[src/rtl/bcd_stream_decoder.sv]
// bcd_stream_decoder: unpacks a packed multi-digit BCD word into one-hot digits, LSD first
module bcd_stream_decoder #(
  parameter int NUM_DIGITS = 4,
  parameter int IDX_W = 2
) (
  input  logic                    clk,
  input  logic                    rst_n,
  input  logic                    in_valid,
  output logic                    in_ready,
  input  logic [4*NUM_DIGITS-1:0] in_bcd,
  output logic                    out_valid,
  input  logic                    out_ready,
  output logic [9:0]              out_onehot,
  output logic [IDX_W-1:0]        out_idx,
  output logic                    out_last,
  output logic                    out_err
);
  typedef enum logic {IDLE, EMIT} state_t;
  localparam logic [IDX_W-1:0] LAST = IDX_W'(NUM_DIGITS - 1);
  state_t state, state_n;
  logic [4*NUM_DIGITS-1:0] sh, sh_n;
  logic [IDX_W-1:0] idx, idx_n;
  logic [3:0] digit;
  logic act;
  always_ff @(posedge clk) begin
    if (!rst_n) begin
      state <= IDLE;
      sh <= '0;
      idx <= '0;
    end else begin
      state <= state_n;
      sh <= sh_n;
      idx <= idx_n;
    end
  end
  // the current digit always sits in the low nibble; each handshake shifts the next one down
  always_comb begin
    state_n = state;
    sh_n = sh;
    idx_n = idx;
    if (state == IDLE && in_valid) begin
      state_n = EMIT;
      sh_n = in_bcd;
      idx_n = '0;
    end else if (state == EMIT && out_ready) begin
      state_n = (idx == LAST) ? IDLE : EMIT;
      sh_n = sh >> 4;
      idx_n = (idx == LAST) ? '0 : idx + 1'b1;
    end
  end
  assign digit = sh[3:0];
  assign act = rst_n && state == EMIT;
  assign in_ready = rst_n && state == IDLE;
  assign out_valid = act;
  assign out_onehot = (act && digit < 4'd10) ? 10'(1) << digit : '0;
  assign out_err = act && digit >= 4'd10;
  assign out_idx = act ? idx : '0;
  assign out_last = act && idx == LAST;
endmodule
[config.mk]
export PLATFORM = sky130hd
export DESIGN_NAME = bcd_stream_decoder
export DESIGN_NICKNAME = d
export VERILOG_FILES = /design/src/rtl/bcd_stream_decoder.sv
export SDC_FILE = /design/constraint.sdc
export NUM_CORES = 1
export LEC_CHECK = 0
export CAP_MARGIN = 20
export CORE_MARGIN = 5
export CORE_UTILIZATION = 60
export CTS_CLUSTER_DIAMETER = 150
export DETAILED_ROUTE_END_ITERATION = 16
export DONT_BUFFER_PORTS = 1
export PLACE_DENSITY = 0.76
export SYNTH_ARGS = -nofsm -noshare
export SYNTH_HDL_FRONTEND = slang
export SYNTH_SLANG_ARGS = --single-unit
export TNS_END_PERCENT = 5
[constraint.sdc]
create_clock -name clk -period 1.7 [get_ports clk]
set_input_delay 0.255 -clock clk [delete_from_list [all_inputs] [get_ports clk]]
set_output_delay 0.255 -clock clk [all_outputs]
set_load 0.005 [all_outputs]
**Yosys cells after proc, flatten, opt, wreduce, memory -nomap -nowiden**

Cells that the tools add are included.

- Register bits after elaboration: 19
- Output and inout bits: 16
- Input bits: 20

- Order comparisons: 2
- Shifts and indexed selects: 1
- Bitwise gates (word level): 2
- Equal/unequal tests: 1
- Add/subtract/negate cells: 1
- Reduce and logical (&&, ||, !) cells: 9
- Multiplexer cells: 8

Operators with widths:

| cell | number |
|---|---|
| 16-bit two-way mux | 2 |
| 10-bit two-way mux | 1 |
| 1-bit by 4-bit << shifter with 10-bit output (first input constant) | 1 |
| 1-bit logical AND | 7 |
| 4-bit greater-or-equal comparator (second input constant) | 1 |
| 4-bit < comparator (second input constant) | 1 |
| 2-bit two-way mux | 2 |
| 1-bit two-way mux | 3 |
| 2-bit by 1-bit adder with 2-bit output (second input constant) | 1 |
| 2-bit equality test (second input constant) | 1 |
| 1-bit NOT | 2 |
| 2-bit nonzero test | 1 |
| 2-bit OR reduction | 1 |

**Longest topological paths before layout**

Gate-level depths: netlist of run 1.

- Depth after elaboration: 4
- Gate-level depth with buffers: 5
- Mapped depth without buffers: 4

**Worst setup path after synthesis of run 1**

OpenSTA, ideal clock, no wires.

- Path kind: register to output
- Start point: register state
- End point: output out_onehot[0]
- Path slack: 0.401 ns
- Arrival: 1.044 ns
- Data required time: 1.445 ns
- Cell stages (with the launch flop): 5
- Path through: dfxtp_1 -> buf_6 -> nand2_4 -> or3_4 -> nor3_1

- Longest elaborated chain between the ends: 3

Ends and longest elaborated chain:

| what | line | text |
|---|---|---|
| start, declared | 20 | `state_t state, state_n;` |
| start signal, assigned | 31 | `state <= state_n;` |
| 1-bit logical AND | 52 | `assign act = rst_n && state == EMIT;` |
| 1-bit logical AND | 55 | `assign out_onehot = (act && digit < 4'd10) ? 10'(1) << digit : '0;` |
| 10-bit two-way mux | 55 |  |
| end, declared | 13 | `output logic [9:0] out_onehot,` |

Every way passes these cells.

**Final worst setup path of run 1**

- Start point: register sh[0]
- End point: output out_onehot[1]

- Longest elaborated chain between the ends: 3
- Elaborated cells between the ends (all ways): 4
- Classes of those cells: order compare: 1; shift: 1; mux: 1; reduce/logical: 1

Ends and longest elaborated chain:

| what | line | text |
|---|---|---|
| start, declared | 21 | `logic [4*NUM_DIGITS-1:0] sh, sh_n;` |
| start signal, assigned | 32 | `sh <= sh_n;` |
| 4-bit < comparator | 55 |  |
| 1-bit logical AND | 55 |  |
| 10-bit two-way mux * | 55 |  |

Mark *: on every way between the ends. The rest lies on a longest branch, timed or not.

==> results of run 1 <==
## worst max-delay path, stage by stage, from the launching register on
cell and delay, ns:
dfxtp_1 0.41, inv_1 0.09, or3_4 0.39, nor3_1 0.21
## registers in the layout, indices dropped and copies added, names as in the netlist
signal,count
sh,16
idx,2
state,1
## layout by cell type (no fill, tap or decap), drive strengths merged
cell / Yosys / final
buf: 5 / 2
or3: 2 / 2
nor3: 4 / 4
inv: 2 / 2
nor4: 2 / 2
o21ai: 6 / 6
nor2b: 4 / 4
a22oi: 12 / 12
a31oi: 5 / 5
dfxtp: 19 / 19
and3: 3 / 3
a21boi: 8 / 8
nor2: 7 / 7
ha: 1 / 1
and2: 1 / 1
mux2i: 2 / 2
a21oi: 1 / 1
nand2: 21 / 21
and2b: 2 / 2
nand2b: 3 / 3
clkbuf: 2 / 4
nand3: 1 / 1
## layout make-up
type / count / area, um^2
clock buffers: 4 / 26.3
fillers: 143 / 542
inverters: 2 / 7.51
multi-input cells: 85 / 514
flip-flops and latches: 19 / 382
well taps: 16 / 20.0
repair buffers: 2 / 15.0
## worst max-delay path by stage
stage | endpoint | slack [ns] | cells after the start
after detailed placement | sh[7] | 0.31 | 4
after CTS | out_onehot[1] | 0.05 | 3
final | out_onehot[1] | 0.05 | 3
after global placement | sh[3] | 0.39 | 4
after floorplan | out_onehot[0] | 0.40 | 4
after global routing | out_onehot[1] | 0.009 | 3
## metrics by stage
stage	worst slack [ns]	instances	utilization, %
4_1_cts	0.0487	128	64.0
3_5_place_dp	0.313	124	62.2
3_3_place_gp	0.386	124	62.2
2_1_floorplan	0.401	113	-
6_report	0.0505	128	64.0
5_1_grt	0.00851	128	64.0
## what timing repair did
action / 4_1_cts / 5_1_grt
hold endpoints to repair: 0 / 0
gates resized for setup: 0 / 1
endpoints found under the setup margin: 0 / 2
## power by group through the flow
stage                     logic (uW)  registers, uW  clock network [uW]
after floorplan                 96.3            498                   0
after global placement          97.4            503                   0
after detailed placement         100            504                   0
after CTS                        101            494                 235
after global routing             114            499                 254
final                            100            495                 232
## per-layer routing
layer	track usage, %	vias up	share of wire, %	routed length [um]
met4	7.86	0	2.2	45
met1	21.8	370	45	914
met3	5.12	5	5.5	112
met2	27.5	25	47	956
li1	-	395	-	-
met5	0	-	0	0
## cell families after synthesis
family,share of synthesized area [%]
flip-flops,39.9
multiplexers,2.10
adder cells (fa/ha/maj),1.31
buffers and inverters,6.04
AO/OA/AOI/OAI,22.7
AND/OR/NAND/NOR,27.9
==> impl_metrics.csv, run 1 <==
group,metric,value,unit
outcome,status,"complete, no violations",
global_routing,grt-ovfl-total,0,
hold_path,hold_class,"in -> reg",
power_and_ir_drop,seq_power_share,59.8,%
timing,fin_skew,0.00528,ns
setup_path,r2r-end,"sh[7]",
routing,drt_first_pass_iters,4,
power_and_ir_drop,leakage,0.000347,uW
clock_network,post-cts-setup-buffers,0,
floorplanning,start_util,63.2,%
power_and_ir_drop,power.density,857,nW/um^2
setup_path,rr_startpoint,"state",
timing,rsz0062_at_grt,"false",
place,place_area,937,um^2
floorplanning,core_area,1510,um^2
yosys,ys.flop_type,"dfxtp_1",
flow_run,maxCapViolations,0,
clock_network,hold_buffers,0,
global_routing,grt_max_degree,25,
routing,drtAntennaViolNets,0,
routing,wl,2030,um
yosys,ys_types,26,
finish,num-nets-final,134,
floorplanning,row_count,14,
global_routing,grt_pass1_wl,3460,um
yosys,syn_nets,134,
setup_path,cp.arrival,1.39,ns
finish,antenna_cells,0,
timing,tns,0,ns
yosys,synth_edf_count,0,
timing,whs,0.0360,ns
timing,fmax,0.606,GHz
routing,viasPerCell,6.21,
power_and_ir_drop,power_frac_clock,28.1,%
routing,drc,0,
hold_path,hold_depth,1,
power_and_ir_drop,power,827,uW
yosys,syn-cell-area,952,um^2
routing,wire_per_inst,15.9,um
yosys,yosysMostFrequentCell,"nand2_1",
place,io_buffer_count,0,
clock_network,cts.sink_count,19,
setup_path,cp.required,1.44,ns
finish,fin_area,965,um^2
yosys,synth_top_area_share,39.9,%
setup_path,worstSetupPathType,"reg -> out",
yosys,syn-instance-count,113,
power_and_ir_drop,swShare,26.2,%
floorplanning,dieWidth,49.8,um
setup_path,reg2reg_slack,0.37,ns
yosys,yosys.area.top_type,"dfxtp_1",
finish,area_delta_synth_final,1.31,%
setup_path,reg2regPathDepth,4,
floorplanning,die_y,49.8,um
power_and_ir_drop,max-vdd-ir-drop,0.577,mV
clock_network,htreeDepth,1,
hold_path,hp-start,"out_ready",
yosys,async_flop_share,0,%
clock_network,root_buffer,"clkbuf_4",
clock_network,cts_tree,"built",
timing,slew_violations,0,
yosys,synth_warnings,0,
timing,worst_pin_slew,0.415,ns
timing,period_needed,1.65,ns
clock_network,cts_max_path_buffers,2,
hold_path,hold_end,"state",
clock_network,cts_buffers,3,
power_and_ir_drop,intPower,611,uW
power_and_ir_drop,p_sw,216,uW
global_routing,antenna_found_initial,0,
timing,relSlewSlack,72.1,%
floorplanning,io_pins,36,
routing,num_vias,795,
routing,dr.first_iter.drc_count,17,
global_routing,grt_pass1_vias,764,
place,dp.final_hpwl,1470,um
setup_path,endpoint_kind,"primary output",
yosys,synth_common_cells,"nand2_1, dfxtp_1, a22oi_1",
global_routing,grt_usage,17.5,%
place,gp_congestion,0.693,
timing,hold_viol,0,
finish,post_route_cells_drive_above_1_share,13.4,%
timing,final-setup-viol-count,0,
setup_path,crit_start,"sh[0]",
yosys,synth_area_leaders,"dfxtp_1, a22oi_1, nand2_1, buf_6, a31oi_1",
clock_network,clk_latency,0.30,ns
timing,finalCritPeriodShare,97.0,%
power_and_ir_drop,combPwrFrac,12.1,%
setup_path,crit_path_max_fanout,5,
floorplanning,die_area,2480,um^2
yosys,syn-mean-instance-area,8.43,um^2
yosys,ys_seq_area_share,39.9,%
yosys,ys_seq_elements,19,
setup_path,startpoint_type,"flop",
clock_network,clk_pin_slew,0.11,ns
Power figures use the tool's default switching activity.
==> run 2: changes to the inputs <==
--- a/config.mk
+++ b/config.mk
@@ -5,10 +5,11 @@
 export SDC_FILE = /design/constraint.sdc
 export NUM_CORES = 1
 export LEC_CHECK = 0
-export CAP_MARGIN = 20
+export CAP_MARGIN = 30
 export CORE_MARGIN = 5
 export CORE_UTILIZATION = 60
 export CTS_CLUSTER_DIAMETER = 150
+export CTS_CLUSTER_SIZE = 10
 export DETAILED_ROUTE_END_ITERATION = 16
 export DONT_BUFFER_PORTS = 1
 export PLACE_DENSITY = 0.76
==> results of run 2 <==
The final DEF is identical to that of run 1; final timing and power are the same.
==> run 3: changes to the inputs <==
--- a/config.mk
+++ b/config.mk
@@ -7,12 +7,12 @@
 export LEC_CHECK = 0
 export CAP_MARGIN = 30
 export CORE_MARGIN = 5
-export CORE_UTILIZATION = 60
+export CORE_UTILIZATION = 59
 export CTS_CLUSTER_DIAMETER = 150
 export CTS_CLUSTER_SIZE = 10
 export DETAILED_ROUTE_END_ITERATION = 16
 export DONT_BUFFER_PORTS = 1
-export PLACE_DENSITY = 0.76
+export PLACE_DENSITY = 0.75
 export SYNTH_ARGS = -nofsm -noshare
 export SYNTH_HDL_FRONTEND = slang
 export SYNTH_SLANG_ARGS = --single-unit
==> constraint.sdc (replaced) <==
create_clock -name clk -period 1.6 [get_ports clk]
set_input_delay 0.24 -clock clk [delete_from_list [all_inputs] [get_ports clk]]
set_output_delay 0.24 -clock clk [all_outputs]
set_load 0.005 [all_outputs]
==> impl_metrics.csv, run 3 (same netlist as run 1, synthesis figures left out) <==
group,metric,value,unit
finish,area_delta_synth_final,2.50,%
power_and_ir_drop,leakage,0.000354,uW
finish,reg_top3,"sh x16, idx x2, state x1",
setup_path,path_cells,"inv_1 > or3_4 > nor3_2",
place,io_buffer_count,0,
clock_network,cts_buffers,3,
setup_path,rr_startpoint,"state",
setup_path,critPathMaxStageDelay,0.40,ns
floorplanning,io_pins,36,
finish,post_route_cells_drive_above_1_share,16.1,%
finish,top_register,"sh",
setup_path,cp.required,1.36,ns
routing,num_vias,777,
setup_path,r2r-end,"sh[7]",
clock_network,cts_max_path_buffers,2,
power_and_ir_drop,power.density,895,nW/um^2
global_routing,grt_pass1_wl,3300,um
finish,antenna_cells,0,
global_routing,grt_pass1_vias,736,
hold_path,hp-start,"out_ready",
routing,wire_per_inst,15.4,um
finish,final_common_cell,"nand2_1",
clock_network,clk_latency,0.30,ns
floorplanning,die_area,2520,um^2
timing,fin_skew,0.00912,ns
setup_path,startpoint_type,"flop",
clock_network,post-cts-setup-buffers,0,
timing,final-setup-viol-count,0,
routing,drt_first_pass_iters,4,
clock_network,htreeDepth,1,
flow_run,maxCapViolations,0,
routing,dr.first_iter.drc_count,11,
outcome,status,"complete, no violations",
floorplanning,core_area,1520,um^2
floorplanning,start_util,62.5,%
finish,num-nets-final,134,
timing,relSlewSlack,74.1,%
timing,finalCritPeriodShare,94.9,%
setup_path,crit_path_max_fanout,5,
finish,largest_reg_flops,16,
timing,slew_violations,0,
timing,finalWorstSetupSlack,0.0814,ns
timing,fmax,0.658,GHz
floorplanning,row_count,14,
place,dp.final_hpwl,1460,um
setup_path,endpoint_kind,"primary output",
place,place_ws,0.235,ns
clock_network,root_buffer,"clkbuf_4",
timing,hold_viol,0,
place,gp_congestion,0.694,
global_routing,antenna_found_initial,0,
hold_path,hold_depth,1,
clock_network,cts_tree,"built",
setup_path,reg2reg_slack,0.30,ns
clock_network,cts.sink_count,19,
routing,drtAntennaViolNets,0,
timing,worst_pin_slew,0.386,ns
routing,wl,1970,um
floorplanning,dieWidth,50.2,um
global_routing,grt-ovfl-total,0,
global_routing,grt_max_degree,25,
power_and_ir_drop,max-vdd-ir-drop,0.543,mV
setup_path,reg2regPathDepth,4,
routing,drc,0,
timing,period_needed,1.52,ns
setup_path,cp.arrival,1.28,ns
hold_path,hold_end,"state",
setup_path,worstSetupPathType,"reg -> out",
finish,final_cell_mix,"nand2_1, dfxtp_1, a22oi_1",
routing,viasPerCell,6.07,
finish,post-route-util,64.0,%
setup_path,slowest_stage,"or3_4",
floorplanning,die_y,50.2,um
hold_path,hold_class,"in -> reg",
global_routing,grt_usage,16.8,%
clock_network,clk_pin_slew,0.11,ns
[run 3: cell counts in the layout (fill, tap and decap cells not counted)]
Identical to the previous run, type by type.
[run 3: worst max path at each step]
| stage | from | endpoint | slack (ns) | depth (start not counted) |
|---|---|---|---|---|
| after global placement | state | sh[2] | 0.30 | 4 |
| after floorplan | state | out_onehot[0] | 0.32 | 4 |
| after global routing | sh[0] | out_onehot[1] | -0.008 | 3 |
| after detailed placement | state | sh[7] | 0.23 | 4 |
| after CTS | sh[0] | out_onehot[1] | 0.008 | 3 |
| final | sh[0] | out_onehot[1] | 0.08 | 3 |
[run 3: repair_timing]
item / 4_1_cts / 5_1_grt
setup endpoints to repair: 2 / 2
resized for setup: 2 / 2
hold buffers: 0 / 0
pin swaps: 0 / 0
[run 3: worst max-delay path, delay by kind of cell (launching register included)]
kind | cells | cell delay [ns]
buffers and inverters | 1 | 0.07
DFF | 1 | 0.37
and+or+nand+nor | 2 | 0.54
[run 3: cell type report]
class / instances / area, um^2
Fill cell: 145 / 548
Multi-Input combinational cell: 85 / 524
Sequential cell: 19 / 383
Clock buffer: 4 / 26.3
Tap cell: 16 / 20.0
Timing Repair Buffer: 2 / 15.0
Inverter: 2 / 7.51
[run 3: power by group]
group	switching (uW)	internal, uW
combinational	56.6	49.6
sequential	24.0	503
clock	144	97.2
[run 3: metrics by stage]
| step | setup TNS, ns | cell area, um^2 | hold slack, ns | instances | total power [uW] |
|---|---|---|---|---|---|
| floorplan | 0 | 952 | 0.351 | 113 | 632 |
| global placement | 0 | 937 | 0.372 | 124 | 638 |
| detailed placement | 0 | 937 | 0.378 | 124 | 643 |
| CTS | 0 | 966 | 0.0391 | 128 | 887 |
| global route | -0.00809 | 976 | 0.0496 | 128 | 932 |
| finish | 0 | 976 | 0.0398 | 128 | 874 |
[run 3: routing by layer]
layer  part of all wire, %  up-vias  wire length (um)  global-route usage [%]
li1                      -      397                 -                       -
met1                    41      350               815                    19.9
met2                    48       25               939                    26.8
met3                   8.4        5               166                    5.03
met4                   2.2        0                44                    9.17
met5                     0        -                 0                       0
